**config.mk**
```make
export PLATFORM = sky130hd
export DESIGN_NAME = fetch_sequencer
export DESIGN_NICKNAME = d
export VERILOG_FILES = /design/src/rtl/fetch_sequencer_pkg.sv /design/src/rtl/fetch_sequencer_mem_wait.sv /design/src/rtl/fetch_sequencer.sv
export SDC_FILE = /design/constraint.sdc
export NUM_CORES = 1
export LEC_CHECK = 0
export CAP_MARGIN = 0
export CORE_ASPECT_RATIO = 0.6
export CORE_MARGIN = 10
export CORE_UTILIZATION = 44
export DETAILED_ROUTE_END_ITERATION = 6
export HOLD_SLACK_MARGIN = 0.12
export PLACE_DENSITY = 0.76
export SLEW_MARGIN = 40
export SYNTH_ARGS = -nofsm -noshare
export SYNTH_HDL_FRONTEND = slang
export SYNTH_SLANG_ARGS = --single-unit
export TNS_END_PERCENT = 20
```
**constraint.sdc**
```tcl
create_clock -name Clk -period 2 [get_ports Clk]
set_clock_uncertainty 0.2 [all_clocks]
set_input_delay 0.4 -clock Clk [delete_from_list [all_inputs] [get_ports Clk]]
set_output_delay 0.4 -clock Clk [all_outputs]
set_load 0.005 [all_outputs]
```
**src/rtl/fetch_sequencer_pkg.sv**
```systemverilog
// Shared definitions for the fetch sequencer: state encoding, opcodes,
// instruction-field constants and small decode helpers.
package fetch_sequencer_pkg;

  typedef enum logic [2:0] {
    ST_IDLE  = 3'd0,
    ST_FETCH = 3'd1,
    ST_EXEC  = 3'd2,
    ST_MEM   = 3'd3,
    ST_WB    = 3'd4,
    ST_LIIMM = 3'd5,
    ST_DONE  = 3'd6,
    ST_WAIT  = 3'd7
  } state_t;

  localparam logic [2:0] OP_ADD = 3'd0;
  localparam logic [2:0] OP_BEQ = 3'd1;
  localparam logic [2:0] OP_SB  = 3'd2;
  localparam logic [2:0] OP_LBU = 3'd3;
  localparam logic [2:0] OP_XOR = 3'd4;
  localparam logic [2:0] OP_OR  = 3'd5;
  localparam logic [2:0] OP_AND = 3'd6;
  localparam logic [2:0] OP_SRL = 3'd7;

  localparam int         INSTR_W  = 9;
  localparam int         OPC_LSB  = 4;
  localparam int         HALT_BIT = 8;
  localparam int         LAT_W    = 3;
  localparam logic [8:0] LI_MASK  = 9'h07C;
  localparam logic [8:0] LI_MATCH = 9'h000;

  function automatic logic [2:0] opcode_of(input logic [INSTR_W-1:0] instr);
    return instr[OPC_LSB +: 3];
  endfunction

  function automatic logic is_li(input logic [INSTR_W-1:0] instr);
    return (instr & LI_MASK) == LI_MATCH;
  endfunction

  function automatic logic is_halt(input logic [INSTR_W-1:0] instr);
    return instr[HALT_BIT];
  endfunction

endpackage

```
**src/rtl/fetch_sequencer_mem_wait.sv**
```systemverilog
// mem_wait_timer: loadable down-counter that paces data-memory accesses
// and flags the final access cycle.
module mem_wait_timer
  import fetch_sequencer_pkg::*;
(
  input  logic             i_clk,
  input  logic             i_reset_n,
  input  logic             i_load,
  input  logic [LAT_W-1:0] i_load_val,
  input  logic             i_dec,
  output logic             o_last
);

  logic [LAT_W-1:0] r_count;

  always_ff @(posedge i_clk) begin
    if (!i_reset_n) begin
      r_count <= '0;
    end else if (i_load) begin
      r_count <= i_load_val;
    end else if (i_dec && (r_count != '0)) begin
      r_count <= r_count - 1'b1;
    end
  end

  // A stray zero count is also treated as last so MEM can never stall.
  assign o_last = (r_count <= LAT_W'(1));

endmodule

```
**src/rtl/fetch_sequencer.sv**
```systemverilog
// Multicycle fetch/execute sequencer producing registered datapath strobes.
// Define SEQ_STEP_EN to add a Step input that gates every entry into FETCH.
module fetch_sequencer
  import fetch_sequencer_pkg::*;
#(
  parameter int PC_W    = 10,
  parameter int MEM_LAT = 1
) (
  input  logic              Clk,
  input  logic              Reset,
  input  logic              Start,
`ifdef SEQ_STEP_EN
  input  logic              Step,
`endif
  input  logic [8:0]        Instr,
  input  logic              Zero,
  input  logic [PC_W-1:0]   BrTarget,
  output logic [PC_W-1:0]   PC,
  output logic              IrLoad,
  output logic              ImmLoad,
  output logic              RegWrite,
  output logic              MemRead,
  output logic              MemWrite,
  output logic              Done,
  output logic [2:0]        State,
  output logic [15:0]       CycleCnt
);

  localparam int               LAT_C   = (MEM_LAT < 1) ? 1 : ((MEM_LAT > 7) ? 7 : MEM_LAT);
  localparam logic [LAT_W-1:0] LAT_VAL = LAT_W'(LAT_C);

  state_t            r_state;
  logic [PC_W-1:0]   r_pc;
  logic [2:0]        r_opcode;
  logic [15:0]       r_cycle_cnt;
  logic              r_ir_load;
  logic              r_imm_load;
  logic              r_reg_write;
  logic              r_mem_read;
  logic              r_mem_write;
  logic              r_done;

  state_t            w_state_next;
  state_t            w_fetch_dest;
  logic [PC_W-1:0]   w_pc_next;
  logic [PC_W-1:0]   w_pc_inc;
  logic [2:0]        w_opcode_next;
  logic              w_fetch_ok;
  logic              w_mem_last;
  logic              w_timer_load;
  logic              w_timer_dec;
  logic              w_counting;

`ifdef SEQ_STEP_EN
  assign w_fetch_ok = Step;
`else
  assign w_fetch_ok = 1'b1;
`endif

  assign w_fetch_dest = w_fetch_ok ? ST_FETCH : ST_WAIT;
  assign w_pc_inc     = r_pc + 1'b1;
  assign w_counting   = (r_state != ST_IDLE) && (r_state != ST_DONE) && (r_state != ST_WAIT);

  always_comb begin
    w_state_next  = r_state;
    w_pc_next     = r_pc;
    w_opcode_next = r_opcode;
    case (r_state)
      ST_IDLE: begin
        w_pc_next = '0;
        if (Start) begin
          w_state_next = w_fetch_dest;
        end
      end
      ST_FETCH: begin
        w_opcode_next = opcode_of(Instr);
        if (is_halt(Instr)) begin
          w_state_next = ST_DONE;
        end else if (is_li(Instr)) begin
          w_pc_next    = w_pc_inc;
          w_state_next = ST_LIIMM;
        end else begin
          w_state_next = ST_EXEC;
        end
      end
      ST_EXEC: begin
        // Decisions from here on use the opcode captured in FETCH.
        case (r_opcode)
          OP_BEQ: begin
            w_pc_next    = Zero ? BrTarget : w_pc_inc;
            w_state_next = w_fetch_dest;
          end
          OP_SB, OP_LBU: w_state_next = ST_MEM;
          OP_ADD, OP_XOR, OP_OR, OP_AND, OP_SRL: w_state_next = ST_WB;
          default: w_state_next = ST_WB;
        endcase
      end
      ST_MEM: begin
        if (w_mem_last) begin
          if (r_opcode == OP_SB) begin
            w_pc_next    = w_pc_inc;
            w_state_next = w_fetch_dest;
          end else begin
            w_state_next = ST_WB;
          end
        end
      end
      ST_WB, ST_LIIMM: begin
        w_pc_next    = w_pc_inc;
        w_state_next = w_fetch_dest;
      end
      ST_DONE: begin
        if (!Start) begin
          w_pc_next    = '0;
          w_state_next = ST_IDLE;
        end
      end
`ifdef SEQ_STEP_EN
      ST_WAIT: begin
        if (Step) begin
          w_state_next = ST_FETCH;
        end
      end
`endif
      default: begin
        w_pc_next    = '0;
        w_state_next = ST_IDLE;
      end
    endcase
  end

  assign w_timer_load = (r_state == ST_EXEC) && (w_state_next == ST_MEM);
  assign w_timer_dec  = (r_state == ST_MEM);

  mem_wait_timer u_mem_wait_timer (
    .i_clk      (Clk),
    .i_reset_n  (Reset),
    .i_load     (w_timer_load),
    .i_load_val (LAT_VAL),
    .i_dec      (w_timer_dec),
    .o_last     (w_mem_last)
  );

  // Strobes are decoded from the next state so they line up with State.
  always_ff @(posedge Clk) begin
    if (!Reset) begin
      r_state     <= ST_IDLE;
      r_pc        <= '0;
      r_opcode    <= OP_ADD;
      r_cycle_cnt <= '0;
      r_ir_load   <= 1'b0;
      r_imm_load  <= 1'b0;
      r_reg_write <= 1'b0;
      r_mem_read  <= 1'b0;
      r_mem_write <= 1'b0;
      r_done      <= 1'b0;
    end else begin
      r_state     <= w_state_next;
      r_pc        <= w_pc_next;
      r_opcode    <= w_opcode_next;
      r_ir_load   <= (w_state_next == ST_FETCH);
      r_imm_load  <= (w_state_next == ST_LIIMM);
      r_reg_write <= (w_state_next == ST_WB) || (w_state_next == ST_LIIMM);
      r_mem_read  <= (w_state_next == ST_MEM) && (w_opcode_next == OP_LBU);
      r_mem_write <= (w_state_next == ST_MEM) && (w_opcode_next == OP_SB);
      r_done      <= (w_state_next == ST_DONE);
      if ((r_state == ST_IDLE) && (w_state_next != ST_IDLE)) begin
        r_cycle_cnt <= '0;
      end else if (w_counting && (r_cycle_cnt != 16'hFFFF)) begin
        r_cycle_cnt <= r_cycle_cnt + 16'd1;
      end
    end
  end

  assign PC       = r_pc;
  assign State    = r_state;
  assign CycleCnt = r_cycle_cnt;
  assign IrLoad   = r_ir_load;
  assign ImmLoad  = r_imm_load;
  assign RegWrite = r_reg_write;
  assign MemRead  = r_mem_read;
  assign MemWrite = r_mem_write;
  assign Done     = r_done;

endmodule

```
Word level (Yosys, flattened, before mapping)

Index checks and enable logic that the tools add are counted.

Reductions and logical operators: 22
Multiplexer cells: 19
Equality and inequality tests: 29
Add/subtract/negate cells: 3
$lt $le $gt $ge: 1
Bitwise operators: 1

Operator list:

| cell                  | number |
|---|---|
| $mux 10               | 7 |
| $pmux 10 s5           | 1 |
| $eq 3x3->1 const B    | 10 |
| $eq 3x2->1 const B    | 7 |
| $mux 3                | 7 |
| $pmux 3 s6            | 1 |
| $add 16x1->16 const B | 1 |
| $ne 16x16->1 const B  | 1 |
| $add 10x1->10 const B | 1 |
| $ne 2x2->1 const B    | 5 |
| $eq 3x1->1 const B    | 3 |
| $logic_not 9->1       | 1 |
| $pmux 3 s3            | 1 |
| $reduce_bool 3->1     | 3 |
| $logic_and 1x1->1     | 8 |
| $reduce_or 2->1       | 4 |
| $logic_not 3->1       | 2 |
| $ne 3x3->1 const B    | 2 |
| $reduce_and 6->1      | 1 |
| $reduce_or 5->1       | 1 |
| $le 3x1->1 const B    | 1 |
| $sub 3x1->3 const B   | 1 |
| $mux 1                | 2 |
| $ne 2x1->1 const B    | 1 |
| other kinds (3)       | 3 |

Register bits after elaboration: 41
Logic and storage cells: 87
Bits of input ports: 23
Output and inout port bits: 35

Longest topological paths before layout

Depth after elaboration: 7
Mapped depth: 9
Depth with buffers taken out: 7

Hierarchy

Synthesis repeated with hierarchy kept, for this count alone.

Cell total of the unflattened synthesis: 270
Area total of the unflattened synthesis: 2289.7 um^2

Modules (own cells, without submodules):

| module          | area an instance (um^2) | times used | seq. area each (um^2) | cells an instance |
|---|---|---|---|---|
| fetch_sequencer | 2068.2                  | 1          | 760.7                 | 243 |
| mem_wait_timer  | 221.5                   | 1          | 60.1                  | 27 |

Worst setup path after synthesis

Ideal clock, no wire load.

Path kind: register to register
Start point: register u_mem_wait_timer.r_count[0]
End point: register r_pc[3] (netlist: PC[3])
Arrival: 1.536 ns
Path buffers: 0
Data required time: 1.685 ns
Slack: 0.149 ns
Stages on the path, launching flop included: 7
Cells stage by stage: dfxtp_1 > ha_1 > o21ba_1 > o311a_1 > a22oi_2 > a21bo_1 > a31o_1

Cells in the longest elaborated chain, start to end: 3

Ends and longest elaborated chain:

| item                       | line                           | source |
|---|---|---|
| from (decl)                | fetch_sequencer_mem_wait.sv:14 | `logic [LAT_W-1:0] r_count;` |
| from (signal assigned)     | fetch_sequencer_mem_wait.sv:20 | `r_count <= i_load_val;` |
| from (signal assigned)     | fetch_sequencer_mem_wait.sv:22 | `r_count <= r_count - 1'b1;` |
| $le 3x1->1                 | fetch_sequencer_mem_wait.sv:27 | `assign o_last = (r_count <= LAT_W'(1));` |
| $ne 2x2->1 (no line)       | --                             |  |
| $reduce_and 6->1 (no line) | --                             |  |
| to (signal assigned)       | fetch_sequencer.sv:159         | `r_pc <= w_pc_next;` |
| to (decl)                  | fetch_sequencer.sv:33          | `logic [PC_W-1:0] r_pc;` |

Every way passes these cells.
A chain may end at the register's enable or synchronous reset.

Worst setup path after layout

Start point: register u_mem_wait_timer.r_count[1]
End point: register r_pc[3] (netlist: PC[3])

The elaborated chain is that of the path after synthesis.

==> out/metrics.csv <==
stage,metric,value,unit
placement,postPlaceCellArea,3090,µm²
critical_path,rrSetupSlack,-0.03,ns
timing,min_period_over_period,101,%
critical_path,end_kind,flip-flop,
placement,gp_congestion,0.927,
die,die_width,114,µm
die,start_util,45.4,%
timing,tns,-0.0516,ns
critical_path,path_max_fanout,4,
die,dieArea,8640,µm²
critical_path,r2r_start,u_mem_wait_timer.r_count[1],
clocking,cts.path.max_buffers,2,
critical_path,cp_num_buf_inv,1,
cells_and_area,layout.nets,375,
synthesis,synth_seq_area_share,35.6,%
pwr,leakage,0.00126,µW
synthesis,yosysWarnings,0,
die,die_h,76.1,µm
critical_path,criticalPathCategory,flip-flop to flip-flop,
timing,min_period,2.03,ns
synthesis,yosys.area_share.simple,26.3,%
die,core,5080,µm²
grt,grt_pass1_wl,10.1,mm
drt,vias_per_cell,5.47,
critical_path,path_cells,"inv_2, ha_4, o21ba_4, o311a_1, a22oi_2, a21bo_1, a31o_1",
clocking,clk_pin_slew,0.08,ns
grt,grt_max_degree,17,
clocking,cts.sinks,41,
min_path,hp-class,flip-flop to flip-flop,
clocking,cts_hold_buf,0,
drt,initialDrtViolationCount,190,
critical_path,cp.depth,7,
cells_and_area,fin_area,3330,µm²
cells_and_area,drive_gt1_share,23.9,%
clocking,cts_tree,yes,
synthesis,synth-main-ff-cell,dfxtp_1,
synthesis,syn_area,2310,µm²
synthesis,synth_fa_ha_area_share,2.71,%
drt,wl_per_cell,15.6,µm
critical_path,cp-start-kind,flip-flop,
placement,dp_hpwl,4.89,mm
synthesis,synth_compound_area_share,21.9,%
cells_and_area,fin_util,65.6,%
critical_path,startpoint,u_mem_wait_timer.r_count[1],
drt,drt-total-wl,6.47,mm
clocking,cts_root_buf,clkbuf_8,
cells_and_area,antenna_cells,0,
placement,io_buffers,54,
timing,hold_viol_final,0,
grt,track_usage,13.8,%
synthesis,synth_edf_count,0,
critical_path,crit_slowest_cell,dfxtp_2,
drt,drc,0,
synthesis,avgSynthCellArea,9.09,µm²
grt,overflow,0,
synthesis,ys_seq_elements,41,
critical_path,arrival,2.01,ns
synthesis,async_flop_share,0,%
clocking,clkLatencyLatePin,0.29,ns
pwr,peakVddDrop,0.000470,V
timing,setup_viol,3,
die,io_pins,58,
run_status,violations,negative setup slack,
drt,drtAntennaViolNets,0,
timing,fmax,0.493,GHz
critical_path,r2r_end,PC[3],
timing,fin_ws,-0.0269,ns
drt,first_pass_iters,4,
clocking,numCtsBuffers,5,
clocking,htreeDepth,2,
cells_and_area,layout_commonest_cell,clkdlybuf4s50_1,
timing,tightest_slew,0.414,ns
timing,hold_ws,0.288,ns
cells_and_area,syn_to_final_growth,44.4,%
timing,maxSlewHeadroom,72.1,%
run_status,outcome,finished with violations,
grt,grt_pass1_vias,2049,
cells_and_area,layout_common_cells,"53 x clkdlybuf4s50_1, 36 x dfxtp_1, 36 x buf_4, 32 x nor2_1, 15 x xor2_1",
critical_path,ff2ff_path_depth,7,
critical_path,critPathCapture,PC[3],
timing,rsz0062_at_grt,yes,
synthesis,synth_fp_nets,282,
drt,num_vias,2266,
job,maxCapViolations,0,
pwr,powerDensity,604,nW/µm²
critical_path,path_delay_family,compound AO/OA/AOI/OAI gates,
grt,antenna_found_initial,0,
critical_path,required,1.98,ns
synthesis,syn_inst,254,
synthesis,synthXorXnorAreaFrac,6.83,%
synthesis,synth_top_family_by_area,simple AND/OR/NAND/NOR gates,
synthesis,synthMuxAreaShare,1.30,%
critical_path,critPathMaxStageDelay,0.35,ns
die,rows,20,
timing,slew_violations,0,
synthesis,synth.distinct_cells,63,
[stage by stage]
stage / std cells / total power, µW / worst slack, ns
floorplan: 254 / 1180 / 0.149
global placement: 397 / 1370 / -0.266
finish: 414 / 2010 / -0.0269
global route: 414 / 2100 / -0.0687
detailed placement: 397 / 1380 / -0.332
CTS: 405 / 1970 / -0.0431
[kinds of logic after synthesis]
| logic type | count (synthesis) |
|---|---|
| compound gates | 65 |
| simple gates | 104 |
| xor+xnor | 18 |
| mux | 3 |
| flops | 41 |
| buf+inv | 18 |
| fa+ha+maj | 5 |
[registers in the layout, summed over array words and instances (netlist names)]
name,count
CycleCnt,16
u_mem_wait_timer.r_count,3
IrLoad,1
State,3
RegWrite,1
Done,1
MemRead,1
ImmLoad,1
r_opcode,3
PC,10
MemWrite,1
[final cells by class]
class                           instances  area [µm²]
Fill cell                             410        1750
Multi-Input combinational cell        195        1410
Timing Repair Buffer                   95         878
Sequential cell                        41         830
Clock buffer                            7        96.3
Tap cell                               66        82.6
Inverter                                9        33.8
Clock inverter                          1        5.00
[report_power, final]
part           internal, µW  switching, µW
clock                   312            279
sequential              850           46.0
combinational           285            240
[routing by layer]
| layer | routed length (µm) | part of all wire, % | GRT usage, % |
|---|---|---|---|
| met1 | 3050 | 47 | 18.5 |
| met2 | 2800 | 43 | 19.8 |
| met3 | 575 | 8.9 | 5.97 |
| met4 | 37 | 0.57 | 3.03 |
| met5 | 0 | 0 | 0 |
[how the worst min path moves through the flow]
stage / from / endpoint / slack, ns / cells past startpoint
4_1_cts: PC[9] / PC[9] / 0.29 / 2
2_1_floorplan: PC[9] / PC[9] / 0.26 / 2
3_3_place_gp: PC[9] / PC[9] / 0.26 / 2
6_report: PC[9] / PC[9] / 0.29 / 2
5_1_grt: PC[9] / PC[9] / 0.30 / 2
3_5_place_dp: PC[9] / PC[9] / 0.27 / 2
[cell usage after synthesis (4+ instances only)]
library cell / count / area (µm²)
a21oi_1: 8 / 40.0
a22oi_1: 4 / 30.0
and3_1: 8 / 50.1
dfxtp_1: 41 / 821
ha_1: 5 / 62.6
inv_1: 8 / 30.0
nand2_1: 14 / 52.6
nand3_1: 11 / 55.1
nand4_1: 5 / 31.3
nor2_1: 32 / 120
nor3_1: 6 / 30.0
o2111ai_1: 6 / 52.6
o21ai_0: 7 / 35.0
o31ai_1: 5 / 37.5
xor2_1: 15 / 131
[timing repair]
action / 4_1_cts / 5_1_grt
pin swaps: 0 / 4
cloned: 0 / 1
buffers inserted: 0 / 8
endpoints found under the setup margin: 10 / 13
gates resized for setup: 4 / 21
[worst min-delay path: stages, from the launching register on]
cell and delay, ns:
dfxtp_1 0.33, nand2_1 0.06, o21ai_1 0.05
(Power assumes the default switching activity.)
